`config.mk`:
```
export PLATFORM = sky130hd
export DESIGN_NAME = instr_fetch_flat
export DESIGN_NICKNAME = d
export VERILOG_FILES = /design/src/rtl/instr_fetch_pkg.sv /design/src/rtl/instr_fetch_if.sv /design/src/rtl/instr_fifo.sv /design/src/rtl/instr_fetch.sv /design/src/flat_wrapper.sv
export SDC_FILE = /design/constraint.sdc
export NUM_CORES = 1
export LEC_CHECK = 0
export BUFFER_PORTS_ARGS = -buffer_cell sky130_fd_sc_hd__buf_2
export CAP_MARGIN = 20
export CORE_MARGIN = 4
export CORE_UTILIZATION = 58
export CTS_CLUSTER_DIAMETER = 200
export DETAILED_ROUTE_END_ITERATION = 16
export GPL_TIMING_DRIVEN = 0
export HOLD_SLACK_MARGIN = 0.08
export PLACE_DENSITY = 0.86
export SYNTH_ARGS = -nofsm -noshare
export SYNTH_HDL_FRONTEND = slang
export SYNTH_SLANG_ARGS = --single-unit
```
`constraint.sdc`:
```
create_clock -name clk -period 3.2 [get_ports clk]
set_input_delay 0.16 -clock clk [delete_from_list [all_inputs] [get_ports clk]]
set_output_delay 0.16 -clock clk [all_outputs]
set_load 0.01 [all_outputs]
```
`src/rtl/instr_fetch_pkg.sv`:
```
// Shared types and code-word layout for the fetch/decode front end.
// The field slices let the decoder split a word the same way fetch does.
package instr_fetch_pkg;

    typedef enum logic [1:0] {
        IDLE  = 2'd0,
        FETCH = 2'd1,
        DRAIN = 2'd2,
        DONE  = 2'd3
    } state_e;

    localparam int OP_SIZE    = 4;
    localparam int PA_SIZE    = 4;
    localparam int PB_SIZE    = 4;
    localparam int ADDR_SIZE  = 8;
    localparam int FIFO_DEPTH = 4;
    localparam int CW         = OP_SIZE + PA_SIZE + PB_SIZE;

    localparam logic [OP_SIZE-1:0] HALT_OP = 4'hF;

    localparam int OP_MSB = CW - 1;
    localparam int OP_LSB = CW - OP_SIZE;
    localparam int PA_MSB = OP_LSB - 1;
    localparam int PA_LSB = PB_SIZE;
    localparam int PB_MSB = PB_SIZE - 1;
    localparam int PB_LSB = 0;

    function automatic logic [OP_SIZE-1:0] opcode_of(input logic [CW-1:0] w);
        return w[OP_MSB:OP_LSB];
    endfunction

endpackage

```
`src/rtl/instr_fetch_if.sv`:
```
// Instruction memory read port plus the code handshake toward the decoder.
// Master is the fetch unit; slave is the memory/decoder side.
interface instr_fetch_if
    import instr_fetch_pkg::*;
#(
    parameter int DW = CW,
    parameter int AW = ADDR_SIZE
) ();

    logic          mem_en;
    logic [AW-1:0] mem_addr;
    logic [DW-1:0] mem_data;
    logic [DW-1:0] code;
    logic          code_valid;
    logic          code_ready;

    modport master (
        output mem_en, mem_addr, code, code_valid,
        input  mem_data, code_ready
    );

    modport slave (
        input  mem_en, mem_addr, code, code_valid,
        output mem_data, code_ready
    );

endinterface

```
`src/rtl/instr_fifo.sv`:
```
// Small synchronous FIFO buffering fetched code words.
// Depth must be a power of two so the pointers wrap for free.
module instr_fifo #(
    parameter int WIDTH = 12,
    parameter int DEPTH = 4
) (
    input  logic                     clk,
    input  logic                     rst,
    input  logic                     push_i,
    input  logic [WIDTH-1:0]         wdata_i,
    input  logic                     pop_i,
    output logic [WIDTH-1:0]         rdata_o,
    output logic [$clog2(DEPTH):0]   count_o,
    output logic                     empty_o,
    output logic                     full_o
);

    localparam int PW = $clog2(DEPTH);

    logic [WIDTH-1:0] mem_q [DEPTH];
    logic [PW-1:0]    head_q;
    logic [PW-1:0]    tail_q;
    logic [PW:0]      count_q;

    always_ff @(posedge clk or posedge rst) begin
        if (rst) begin
            for (int i = 0; i < DEPTH; i++) mem_q[i] <= '0;
            head_q  <= '0;
            tail_q  <= '0;
            count_q <= '0;
        end else begin
            if (push_i) begin
                mem_q[tail_q] <= wdata_i;
                tail_q        <= tail_q + 1'b1;
            end
            if (pop_i) head_q <= head_q + 1'b1;
            case ({push_i, pop_i})
                2'b10:   count_q <= count_q + 1'b1;
                2'b01:   count_q <= count_q - 1'b1;
                default: count_q <= count_q;
            endcase
        end
    end

    assign rdata_o = mem_q[head_q];
    assign count_o = count_q;
    assign empty_o = (count_q == '0);
    assign full_o  = (count_q == (PW+1)'(DEPTH));

    // Credit-based issue upstream should make this unreachable.
    assert property (@(posedge clk) disable iff (rst) !(push_i && full_o));

endmodule

```
`src/rtl/instr_fetch.sv`:
```
// Fetch unit: walks pc over a 1-cycle-latency instruction memory,
// buffers words for the decoder, stops at length or halt, pulses done.
module instr_fetch
    import instr_fetch_pkg::*;
#(
    parameter int                 op_size      = OP_SIZE,
    parameter int                 param_a_size = PA_SIZE,
    parameter int                 param_b_size = PB_SIZE,
    parameter int                 addr_size    = ADDR_SIZE,
    parameter int                 fifo_depth   = FIFO_DEPTH,
    parameter logic [op_size-1:0] halt_op      = HALT_OP
) (
    input  logic                 clk,
    input  logic                 rst,
    input  logic                 start,
    input  logic [addr_size-1:0] prog_len,
    instr_fetch_if.master        bus,
    output logic                 busy,
    output logic                 done,
    output logic [addr_size-1:0] pc
);

    localparam int cw    = op_size + param_a_size + param_b_size;
    localparam int cnt_w = $clog2(fifo_depth) + 1;

    state_e               state_q, state_d;
    logic [addr_size-1:0] pc_q, pc_d;
    logic [addr_size-1:0] len_q, len_d;
    logic                 inflight_q, inflight_d;
    logic                 halted_q, halted_d;

    logic [cnt_w-1:0]     count;
    logic [cnt_w:0]       credit;
    logic                 empty, full;
    logic                 issue, push, pop, halt_hit;

    // A read landing after a halt was captured is dropped, not buffered.
    assign push     = inflight_q && !halted_q;
    assign halt_hit = push && (bus.mem_data[cw-1 -: op_size] == halt_op);
    assign pop      = bus.code_valid && bus.code_ready;
    assign credit   = {1'b0, count} + {{cnt_w{1'b0}}, inflight_q};
    assign issue    = (state_q == FETCH) && (pc_q < len_q) && !halted_q
                   && (credit < (cnt_w+1)'(fifo_depth));

    instr_fifo #(
        .WIDTH (cw),
        .DEPTH (fifo_depth)
    ) u_fifo (
        .clk     (clk),
        .rst     (rst),
        .push_i  (push),
        .wdata_i (bus.mem_data),
        .pop_i   (pop),
        .rdata_o (bus.code),
        .count_o (count),
        .empty_o (empty),
        .full_o  (full)
    );

    assign bus.code_valid = !empty;
    assign bus.mem_en     = issue;
    assign bus.mem_addr   = pc_q;
    assign busy           = (state_q != IDLE);
    assign pc             = pc_q;

    always_ff @(posedge clk or posedge rst) begin
        if (rst) begin
            state_q    <= IDLE;
            pc_q       <= '0;
            len_q      <= '0;
            inflight_q <= 1'b0;
            halted_q   <= 1'b0;
        end else begin
            state_q    <= state_d;
            pc_q       <= pc_d;
            len_q      <= len_d;
            inflight_q <= inflight_d;
            halted_q   <= halted_d;
        end
    end

    always_comb begin
        state_d    = state_q;
        pc_d       = pc_q;
        len_d      = len_q;
        inflight_d = issue;
        halted_d   = halted_q | halt_hit;
        done       = 1'b0;
        unique case (state_q)
            IDLE: begin
                if (start) begin
                    pc_d     = '0;
                    len_d    = prog_len;
                    halted_d = 1'b0;
                    state_d  = (prog_len == '0) ? DONE : FETCH;
                end
            end
            FETCH: begin
                if (issue) pc_d = pc_q + 1'b1;
                if ((pc_d == len_q) || halted_d) state_d = DRAIN;
            end
            DRAIN: begin
                if (empty && !inflight_q) state_d = DONE;
            end
            DONE: begin
                done    = 1'b1;
                state_d = IDLE;
            end
            default: state_d = IDLE;
        endcase
    end

endmodule

```
`src/flat_wrapper.sv`:
```
// flat-port wrapper written by rule: the top's interface ports become plain ports
module instr_fetch_flat import instr_fetch_pkg::*;
#(
    parameter int                 op_size      = OP_SIZE,
    parameter int                 param_a_size = PA_SIZE,
    parameter int                 param_b_size = PB_SIZE,
    parameter int                 addr_size    = ADDR_SIZE,
    parameter int                 fifo_depth   = FIFO_DEPTH,
    parameter logic [op_size-1:0] halt_op      = HALT_OP
)
  (clk, rst, start, prog_len, busy, done, pc, bus_mem_en, bus_mem_addr, bus_code, bus_code_valid, bus_mem_data, bus_code_ready);
  instr_fetch_if bus_i ();
  input  logic clk;
  input  logic rst;
  input  logic start;
  input  logic [addr_size-1:0] prog_len;
  output logic busy;
  output logic done;
  output logic [addr_size-1:0] pc;
  output wire logic [$bits(bus_i.mem_en)-1:0] bus_mem_en;
  output wire logic [$bits(bus_i.mem_addr)-1:0] bus_mem_addr;
  output wire logic [$bits(bus_i.code)-1:0] bus_code;
  output wire logic [$bits(bus_i.code_valid)-1:0] bus_code_valid;
  input wire logic [$bits(bus_i.mem_data)-1:0] bus_mem_data;
  input wire logic [$bits(bus_i.code_ready)-1:0] bus_code_ready;
  assign bus_mem_en = bus_i.mem_en;
  assign bus_mem_addr = bus_i.mem_addr;
  assign bus_code = bus_i.code;
  assign bus_code_valid = bus_i.code_valid;
  assign bus_i.mem_data = bus_mem_data;
  assign bus_i.code_ready = bus_code_ready;
  instr_fetch #(.op_size(op_size), .param_a_size(param_a_size), .param_b_size(param_b_size), .addr_size(addr_size), .fifo_depth(fifo_depth), .halt_op(halt_op)) u_core (.clk(clk), .rst(rst), .start(start), .prog_len(prog_len), .bus(bus_i), .busy(busy), .done(done), .pc(pc));
endmodule
```
* Word level (Yosys, flattened, before mapping)
Cells that the tools add are included.
** Storage, ports and cells
- Register bits :: 75
- Output and inout bits :: 32
** Operators by class
- Add/subtract/negate cells :: 6
- Magnitude comparators :: 5
- Eq/ne operators :: 10
- Multiplexer cells :: 19
- Bitwise gates (word level) :: 3
- Reductions and logical operators :: 21
** Operators with widths (number)
- bitwise mux 48 bit :: 1
- two-way mux 12 bit :: 3
- binary-select mux 12 bit (select 2 bit) :: 1
- demux 12 bit (select 2 bit) :: 1
- two-way mux 8 bit :: 3
- case mux 8 bit (2 select lines) :: 1
- adder 8 x 1 -> 8 bit (second input constant) :: 1
- == test 8 bit :: 1
- logical AND 1 bit :: 8
- zero test 8 bit :: 1
- < comparator 8 bit :: 1
- two-way mux 2 bit :: 4
- case mux 2 bit (4 select lines) :: 1
- == test 2 bit (second input constant) :: 3
- greater-or-equal comparator 3 bit (second input constant) :: 2
- inverter 2 -> 3 bit :: 2
- case mux 3 bit (2 select lines) :: 1
- nonzero test 2 bit :: 3
- adder 2 x 1 -> 2 bit (second input constant) :: 2
- adder 3 x 1 -> 4 bit :: 1
- == test 2 x 1 -> 1 bit (second input constant) :: 2
- == test 4 bit (second input constant) :: 1
- < comparator 4 x 3 -> 1 bit (second input constant) :: 1
- != test 2 bit (second input constant) :: 2
- other kinds (12) :: 17

* Longest topological paths before layout
Gate-level depths: netlist (run 1).
- Word-level depth :: 10
- Mapped depth :: 11

* By module
Synthesis (run 1) repeated with hierarchy kept, for this count alone.
** Second synthesis, totals
- Cell total of the unflattened synthesis :: 341
- Area, all modules :: 4272.8 µm²
** By module, submodules not included
- instr_fifo :: instances 1, cells each 153, area each 2501.1 µm²
- instr_fetch :: instances 1, cells each 188, area each 1771.7 µm²

* Least setup slack after synthesis (run 1)
OpenSTA, ideal clock, no wires.
- Path kind :: flip-flop to flip-flop
- Start :: register u_core.pc_q[1], in the netlist u_core.bus.mem_addr[1]
- End :: register u_core.state_q[0]
- Data arrival time :: 2.778 ns
- Required time :: 3.121 ns
- Slack :: 0.343 ns
- Stages on the path, launching flop included :: 10
- Clock period less this slack :: 2.857 ns
- Cell sequence :: dfrtp_1 ha_1 or3b_1 o2111ai_1 a31o_4 or4b_4 xnor2_2 a311o_2 a31oi_2 mux2i_1
** On the way
- Word-level cells in the longest chain between the ends :: 10
** RTL lines
- start, declared :: RTL line instr_fetch.sv:27 : logic [addr_size-1:0] pc_q, pc_d;
- start signal, assigned :: RTL line instr_fetch.sv:75 : pc_q <= pc_d;
- < comparator 8 bit :: RTL line instr_fetch.sv:42 : assign issue = (state_q == FETCH) && (pc_q < len_q) && !halted_q
- logical AND 1 bit (2 in series) :: RTL line instr_fetch.sv:42
- logical AND 1 bit :: RTL line instr_fetch.sv:43 : && (credit < (cnt_w+1)'(fifo_depth));
- two-way mux 8 bit (*) :: RTL line instr_fetch.sv:99 : if (issue) pc_d = pc_q + 1'b1;
- two-way mux 8 bit (*) :: RTL line instr_fetch.sv:89 : unique case (state_q)
- == test 8 bit (*) :: RTL line instr_fetch.sv:100 : if ((pc_d == len_q) || halted_d) state_d = DRAIN;
- logical OR 1 bit (*) :: RTL line instr_fetch.sv:100
- != test 2 bit (no line) (*)
- AND reduction 3 bit (no line) (*)
- end signal, assigned :: RTL line instr_fetch.sv:74 : state_q <= state_d;
- end, declared :: RTL line instr_fetch.sv:26 : state_e state_q, state_d;
Every way passes the cells marked *; elsewhere a longest branch is shown, timed or not. The select of a mux whose other input is x is not followed.
A chain may end at the register's enable or synchronous reset.

* Final worst setup path (run 1)
- Start :: register u_core.pc_q[7], in the netlist u_core.bus.mem_addr[7]
- End :: register u_core.state_q[0]
Same word-level chain as after synthesis.

==> qor.yml, run 1 <==
r2r_slack_ps: 150
p_per_area_nw_per_um2: 954
irDropWorstVdd_uv: 563
diodes: 0
wl_per_cell_um: 17.3
dieArea_sq_um: 8330
synth.area.mux_share: 0.239
finalNetCount: 450
grt_pass1_wl_mm: 14.5
worst_pin_slew_ps: 904
synth_simple_gate_area_share: 0.0784
clockBufferDepth: 2
cts_tree: "built"
cp.required_ps: 3470
via_per_inst: 5.84
critPathMaxFanout: 7
synth_cell_types: 46
clock.fmax_mhz: 328
place_congestion: 0.899
syn_inst: 327
hold_slack_ps: 94.6
die_w_um: 91.3
worstSetupPathType: "reg -> reg"
slew_viol_final: 0
numPortBuffers: 55
ys_warn_count: 0
hpwl_mm: 5.84
drt_iter0_markers: 124
grt_max_degree: 76
die_h_um: 91.3
grt_antenna_before_repair: 0
period_share: 0.954
overflow: 0
maxCapViolCount: 0
insertion_delay_ps: 350
synth_nets: 369
finalSetupViolCount: 0
power_leakage_nw: 2.20
min_period_ps: 3050
synth-seq-area-share: 0.467
cts_buffers: 9
finalHoldViolations: 0
track_usage: 0.221
synth_compound_area_frac: 0.0759
synth-xor-area-share: 0.0345
hp-class: "in -> reg"
htree_levels: 3
fin_skew_ps: 8.71
status: "complete, no violations"
start_kind: "register"
area_delta_synth_final_pct: 18.8
synth_fa_ha_area_frac: 0.0579
tns_ps: 0
relSlewSlack: 0.397
routed_wl_mm: 8.55
worstPathArrival_ps: 3320
synth_edf_count: 0
clkSlewWorstSetupHoldPaths_ps: 80
placementRows: 30
final_antenna_net_count: 0
vias: 2877
firstDrtPassIters: 4
fillers: 451
end_kind: "register"
syn_area_sq_um: 4020
drive_gt1_frac: 0.378
core-area_sq_um: 6760
pin_count: 56
start_util: 0.595
drc_errors: 0
synth_seq_cells: 75
final_core_util: 0.707
syn_avg_cell_area_sq_um: 12.3
cts-root-buf: "clkbuf_8"
synthArstFlopShare: 1.00
rsz0062_at_grt: "false"
synthFlopType: "dfrtp_1"
grt_pass1_vias: 2948
synth_top_family_by_area: "multiplexers"
cts_sinks: 75
-- final timing paths --
kind	from	endpoint	depth (start not counted)
setup / recovery	u_core.bus.mem_addr[7]	u_core.state_q[0]	8
hold / removal	bus_mem_data[4]	u_core.u_fifo.mem_q[28]	2
setup reg to reg	u_core.bus.mem_addr[7]	u_core.state_q[0]	8
hold reg to reg	u_core.u_fifo.mem_q[18]	u_core.u_fifo.mem_q[18]	1
max in group asynchronous	rst	u_core.bus.mem_addr[1]	3
min in group asynchronous	rst	u_core.len_q[5]	3
-- layer usage --
layer  track usage  wire length [um]
met2         0.369              4320
met4        0.0955               184
met3        0.0381               363
met1         0.284              3680
met5             0                 0
-- critical path, cell delays in order (launching register included) --
cell and delay [ps]:
dfrtp_1 470, ha_1 260, nor4b_1 360, nand3_1 230
or4b_4 610, xnor2_2 150, a311o_2 430, a31oi_4 220
mux2i_1 220
-- layout by cell type, fill, tap and decap left out, types with 4 or more instances in the layout --
cell type	instances
dfrtp_1	74
mux2_2	57
buf_2	55
nand2_1	21
inv_1	19
ha_1	17
dlygate4sd3_1	15
clkbuf_1	12
nand3_1	12
mux4_2	12
xnor2_1	9
a21oi_1	9
clkbuf_8	9
buf_4	8
a22o_1	7
nor2_1	6
o21ai_0	6
mux2i_1	5
xor2_1	5
nor4_1	5
and3_1	4
-- area by class of cell --
| type | instances | area (sq um) | area share |
|---|---|---|---|
| clock inverters | 6 | 90.1 | 0.0189 |
| repair buffers | 70 | 425 | 0.0890 |
| well taps | 80 | 100 | 0.0209 |
| clock buffers | 10 | 128 | 0.0267 |
| plain buffers | 21 | 116 | 0.0244 |
| flip-flops and latches | 75 | 1880 | 0.393 |
| inverters | 20 | 77.6 | 0.0162 |
| multi-input cells | 211 | 1960 | 0.411 |
-- kinds of logic (layout without fill, tap and decap cells) --
kind of cell,count (synthesis),in the layout
AO/OA/AOI/OAI,42,42
XOR/XNOR,15,15
adder cells (fa/ha/maj),18,18
buffers and inverters,41,127
flip-flops,75,75
multiplexers,74,74
AND/OR/NAND/NOR,62,62
-- power by group --
group	leakage, nW	internal [W]	switching [W]
logic	1.19	0.00107	0.000995
registers	0.897	0.00140	0.000290
clock network	0.106	0.000441	0.000364
total	2.20	0.00291	0.00165
-- what timing repair did --
item	CTS	global route
setup buffers	0	0
setup endpoints to repair	0	2
hold buffers	15	0
resized for setup	0	2
hold endpoints to repair	96	0
-- registers in the layout, indices dropped and copies added, names as in the netlist --
signal,flops
u_core.bus.mem_addr,8
u_core.u_fifo.mem_q,48
u_core.u_fifo.tail_q,2
u_core.u_fifo.count_o,3
u_core.inflight_q,1
u_core.len_q,8
u_core.u_fifo.head_q,2
u_core.state_q,2
u_core.halted_q,1
-- Yosys cell counts (all sizes together) (2+ instances only) --
master  count  area, sq um
a22o        7         61.3
nor2b       2         12.5
inv        20         75.1
mux4       12          270
clkbuf     11         41.3
a21oi       9         45.0
nand3      12         60.1
a32oi       2         17.5
dfrtp      75         1880
buf        10         75.1
a31oi       4         31.3
mux2       57          642
nor2        6         22.5
and3        4         25.0
xor2        5         43.8
o31ai       2         15.0
ha         17          213
a21o        2         15.0
nor3        3         15.0
nand2      22         85.1
nor4        5         31.3
o21ai       7         35.0
mux2i       5         50.1
xnor2      10         95.1
a211oi      2         15.0
nand2b      2         12.5
-- metrics by stage --
stage	total power [W]	cells	area [sq um]	setup slack (ps)
after global placement	0.00361	462	4400	149
after CTS	0.00456	493	4770	59.1
after detailed placement	0.00373	462	4400	87.7
final	0.00456	493	4780	148
after global routing	0.00489	493	4780	14.6
after floorplan	0.00315	327	4020	343
Note: power is estimated with default switching activity, not from simulation.
==> run 2, diff against run 1 <==
--- a/config.mk
+++ b/config.mk
@@ -8,12 +8,12 @@
 export BUFFER_PORTS_ARGS = -buffer_cell sky130_fd_sc_hd__buf_2
 export CAP_MARGIN = 20
 export CORE_MARGIN = 4
-export CORE_UTILIZATION = 58
+export CORE_UTILIZATION = 52
 export CTS_CLUSTER_DIAMETER = 200
 export DETAILED_ROUTE_END_ITERATION = 16
 export GPL_TIMING_DRIVEN = 0
 export HOLD_SLACK_MARGIN = 0.08
-export PLACE_DENSITY = 0.86
+export PLACE_DENSITY = 0.82
 export SYNTH_ARGS = -nofsm -noshare
 export SYNTH_HDL_FRONTEND = slang
 export SYNTH_SLANG_ARGS = --single-unit
==> constraint.sdc (replaced) <==
create_clock -name clk -period 2.8 [get_ports clk]
set_input_delay 0.14 -clock clk [delete_from_list [all_inputs] [get_ports clk]]
set_output_delay 0.14 -clock clk [all_outputs]
set_load 0.01 [all_outputs]
==> run 2 against run 1 <==
  * Hold slack improved by 1.3 ps
  * Non-clock buffer count increased by 16
  * Setup slack worse by 90 ps
  * Flip-flop and latch count is the same
  * Critical path type unchanged
  * Die area grew 11%
  * Register-to-register slack got worse by 90 ps
==> qor.yml, run 2 (synthesis results as in run 1) <==
pin_count: 56
slowest_stage: "or4b_4"
largest_reg_flops: 48
rsz0062_at_grt: "true"
numPortBuffers: 55
combPwrFrac: 0.470
finalSetupViolCount: 0
rr_worst_depth: 9
max_stage_delay_ps: 480
die_w_um: 96.0
cts_tree: "built"
grt_pass1_vias: 3035
final_antenna_net_count: 0
final_common_cell: "dfrtp_1"
diodes: 0
relSlewSlack: 0.392
place_congestion: 0.926
seqPwrFrac: 0.362
cts_buffers: 9
tns_ps: 0
via_per_inst: 5.56
cts-root-buf: "clkbuf_8"
worstPathArrival_ps: 3010
fin_skew_ps: 10.1
fin_ws_ps: 58.6
cp.required_ps: 3070
worstSetupPathType: "reg -> reg"
finalHoldViolations: 0
start_kind: "register"
maxCapViolCount: 0
area_delta_synth_final_pct: 23.5
htree_levels: 3
drc_errors: 0
fillers: 561
core-area_sq_um: 7370
worst_pin_slew_ps: 911
start_util: 0.546
path_cells: "ha_2 > or3b_4 > o2111ai_2 > a31o_4 > or4b_4 > xnor2_2 > a311o_2 > a31oi_4 > mux2i_1"
final_core_util: 0.674
slew_viol_final: 0
clkPwrFrac: 0.168
min_period_ps: 2740
overflow: 0
register_area_sq_um: 1880
hp-class: "in -> reg"
firstDrtPassIters: 5
power_leakage_nw: 2.27
p_per_area_nw_per_um2: 1060
hpwl_mm: 6.06
die_h_um: 96.0
grt_pass1_wl_mm: 14.8
vias: 2936
power_switching_w: 0.00195
track_usage: 0.210
placementRows: 31
dp_slack_ps: -178
cts_sinks: 75
critPathMaxFanout: 2
clock.fmax_mhz: 365
finalNetCount: 466
grt_antenna_before_repair: 0
period_share: 0.979
insertion_delay_ps: 360
drt_iter0_markers: 147
clockBufferDepth: 2
multi_input_comb_area_sq_um: 2000
drive_gt1_frac: 0.413
routed_wl_mm: 8.92
clkSlewWorstSetupHoldPaths_ps: 90
status: "complete, no violations"
wl_per_cell_um: 16.9
largest_register: "u_core.u_fifo.mem_q"
end_kind: "register"
dieArea_sq_um: 9210
swShare: 0.369
internal-power_w: 0.00333
irDropWorstVdd_uv: 581
mostFrequentLayoutCells: "71 x dfrtp_1, 57 x mux2_2, 55 x buf_2"
min_path_cells: 2
grt_max_degree: 76
==> run 2: changes by cell type in the layout (fill, tap and decap cells not counted), sizes merged <==
cell / before / now
buf: 65 / 75
bufinv: 2 / 1
clkbuf: 21 / 20
clkinv: 3 / 1
dlygate4sd3: 15 / 21
inv: 20 / 24
==> run 2: final timing paths <==
kind	startpoint	endpoint	slack, ps
worst max-delay path	u_core.bus.mem_addr[1]	u_core.state_q[0]	60
worst min-delay path	bus_mem_data[8]	u_core.u_fifo.mem_q[8]	100
worst max register to register	u_core.bus.mem_addr[1]	u_core.state_q[0]	60
worst min register to register	u_core.u_fifo.mem_q[10]	u_core.u_fifo.mem_q[10]	510
max in group asynchronous	rst	u_core.bus.mem_addr[5]	1620
min in group asynchronous	rst	u_core.state_q[0]	530
==> run 2: routing by layer <==
metal	GRT usage	wire length [um]	vias to the layer above
li1	-	-	1370
met1	0.253	3820	1461
met2	0.376	4550	94
met3	0.0539	463	11
met4	0.0509	92	0
met5	0	0	-
==> run 2: layout make-up <==
class,count,area share
Multi-Input combinational cell,211,0.403
Buffer,21,0.0234
Clock buffer,9,0.0249
Timing Repair Buffer,86,0.113
Tap cell,99,0.0249
Inverter,20,0.0156
Sequential cell,75,0.379
Clock inverter,7,0.0169
==> run 2: stage by stage <==
| stage | hold slack (ps) | cells | instance area [sq um] | power (W) |
|---|---|---|---|---|
| 6_report | 95.8 | 528 | 4970 | 0.00528 |
| 5_1_grt | 103 | 528 | 4970 | 0.00566 |
| 4_1_cts | 82.9 | 524 | 4920 | 0.00528 |
| 3_5_place_dp | 396 | 481 | 4430 | 0.00430 |
| 3_3_place_gp | 387 | 481 | 4430 | 0.00416 |
| 2_1_floorplan | 231 | 327 | 4030 | 0.00362 |
==> run 2: what timing repair did <==
item                                   4_1_cts  5_1_grt
setup endpoints to repair                    2        2
resized for setup                            7        4
endpoints found under the hold margin      126        0
hold buffers                                21        0
pin swaps                                    4        5
buffers inserted                             6        4
gates cloned                                 0        0
==> run 2: critical path: cells and delay by family, from the launching register on <==
| kind | cells | cell delay (ps) |
|---|---|---|
| AO/OA/AOI/OAI | 4 | 810 |
| XOR/XNOR | 1 | 140 |
| adder cells (fa/ha/maj) | 1 | 200 |
| flip-flops | 1 | 430 |
| multiplexers | 1 | 230 |
| AND/OR/NAND/NOR | 2 | 840 |
==> run 2: power groups by stage <==
stage | registers [W] | logic (W) | clock network (W)
2_1_floorplan | 0.00184 | 0.00178 | 0
3_3_place_gp | 0.00190 | 0.00225 | 0
3_5_place_dp | 0.00194 | 0.00236 | 0
4_1_cts | 0.00191 | 0.00246 | 0.000907
5_1_grt | 0.00197 | 0.00274 | 0.000952
6_report | 0.00191 | 0.00248 | 0.000886
==> run 3, diff against run 2 <==
==> constraint.sdc (replaced) <==
create_clock -name clk -period 2.8 [get_ports clk]
set_input_delay 0.28 -clock clk [delete_from_list [all_inputs] [get_ports clk]]
set_output_delay 0.28 -clock clk [all_outputs]
set_load 0.01 [all_outputs]
==> run 3 against run 2 <==
  * Clock power about the same
  * Clock skew fell by 0.77 ps
  * Cell count is 4.0% lower
  * Fmax about the same
  * Combinational power barely moved
  * Critical endpoint unchanged
  * Largest cell class unchanged
  * Largest power group unchanged
==> qor.yml, run 3 (synthesis results as in run 1) <==
status: "complete, no violations"
maxCapViolCount: 0
finalHoldViolations: 0
path_buf_inv: 0
insertion_delay_ps: 360
slew_viol_final: 0
r2r_slack_ps: 60
place_congestion: 0.926
worstPathArrival_ps: 3010
wl_per_cell_um: 17.1
numPortBuffers: 55
end_kind: "register"
clkSlewWorstSetupHoldPaths_ps: 80
drc_errors: 0
grt_pass1_wl_mm: 14.2
hp-class: "in -> async"
drive_gt1_frac: 0.436
area_delta_synth_final_pct: 18.3
finalPower_w: 0.00525
fin_skew_ps: 9.37
finalSetupViolCount: 0
irDropWorstVdd_uv: 581
cts_tree: "built"
drt_iter0_markers: 124
core-area_sq_um: 7370
power_switching_w: 0.00194
worstReg2RegStart: "u_core.bus.mem_addr[1]"
grt_pass1_vias: 2867
r2r_end: "u_core.state_q[0]"
critPathMaxFanout: 2
via_per_inst: 5.64
die_h_um: 96.0
hpwl_mm: 6.06
final_area_sq_um: 4760
dp_slack_ps: -178
start_util: 0.546
swShare: 0.370
mostFrequentLayoutCells: "71 x dfrtp_1, 57 x mux2_2, 55 x buf_2"
die_w_um: 96.0
largest_reg_flops: 48
placementRows: 31
dieArea_sq_um: 9210
final_antenna_net_count: 0
finalNetCount: 445
period_share: 0.979
vias: 2858
relSlewSlack: 0.401
firstDrtPassIters: 4
start_kind: "register"
worst_pin_slew_ps: 898
slowest_stage: "or4b_4"
seqPwrFrac: 0.363
clkPwrFrac: 0.168
diodes: 0
worstSetupPathType: "reg -> reg"
cts_buffers: 9
power_leakage_nw: 2.18
rr_worst_depth: 9
final_common_cell: "dfrtp_1"
p_per_area_nw_per_um2: 1100
grt_max_degree: 76
rsz0062_at_grt: "true"
largest_register: "u_core.u_fifo.mem_q"
clockBufferDepth: 2
cts_sinks: 75
internal-power_w: 0.00331
htree_levels: 3
cp.required_ps: 3070
grt_antenna_before_repair: 0
overflow: 0
dpl_cell_area_sq_um: 4430
combPwrFrac: 0.468
tns_ps: 0
routed_wl_mm: 8.65
clock.fmax_mhz: 365
pin_count: 56
path_cells: "ha_2 > or3b_4 > o2111ai_2 > a31o_4 > or4b_4 > xnor2_2 > a311o_2 > a31oi_4 > mux2i_1"
critPathTopFamily: "simple AND/OR/NAND/NOR gates"
cts-root-buf: "clkbuf_8"
max_stage_delay_ps: 480
track_usage: 0.202
fin_ws_ps: 59.3
min_period_ps: 2740
run 3: area by class of cell:
class,count,area (sq um)
Buffer,21,118
Clock buffer,9,124
Clock inverter,7,83.8
Fill cell,588,2610
Inverter,20,77.6
Multi-Input combinational cell,211,2000
Sequential cell,75,1880
Tap cell,99,124
Timing Repair Buffer,65,350
run 3: metal layers:
metal  share of wire  up-vias  GRT usage
li1                -     1330          -
met1            0.43     1424      0.246
met2            0.50       92      0.356
met3           0.056       12     0.0539
met4           0.012        0     0.0509
met5               0        -          0
run 3: worst max path at each step:
stage	startpoint	to	slack [ps]	cells after the start
2_1_floorplan	u_core.bus.mem_addr[1]	u_core.state_q[0]	5	9
3_3_place_gp	rst	u_core.bus.mem_addr[1]	-400	2
3_5_place_dp	u_core.bus.mem_addr[1]	u_core.state_q[0]	-180	9
4_1_cts	u_core.len_q[3]	u_core.state_q[0]	8	9
5_1_grt	u_core.state_q[1]	u_core.state_q[0]	-60	9
6_report	u_core.bus.mem_addr[1]	u_core.state_q[0]	60	9
run 3: what timing repair did:
action	4_1_cts	5_1_grt
endpoints found under the setup margin	2	9
buffers inserted	6	4
endpoints found under the hold margin	0	0
hold buffers	0	0
pin swaps	4	5
gates resized for setup	7	7
run 3: stage by stage:
stage	hold WS [ps]	utilization	instances
after floorplan	371	-	327
after global placement	480	0.601	481
after detailed placement	489	0.602	481
after CTS	146	0.639	503
after global routing	155	0.646	507
final	116	0.646	507
run 3: power groups by stage:
stage               clock network [W]  logic, W  registers [W]
detailed placement                  0   0.00236        0.00194
finish                       0.000885   0.00246        0.00191
CTS                          0.000907   0.00244        0.00191
floorplan                           0   0.00178        0.00184
global route                 0.000952   0.00272        0.00197
global placement                    0   0.00225        0.00190
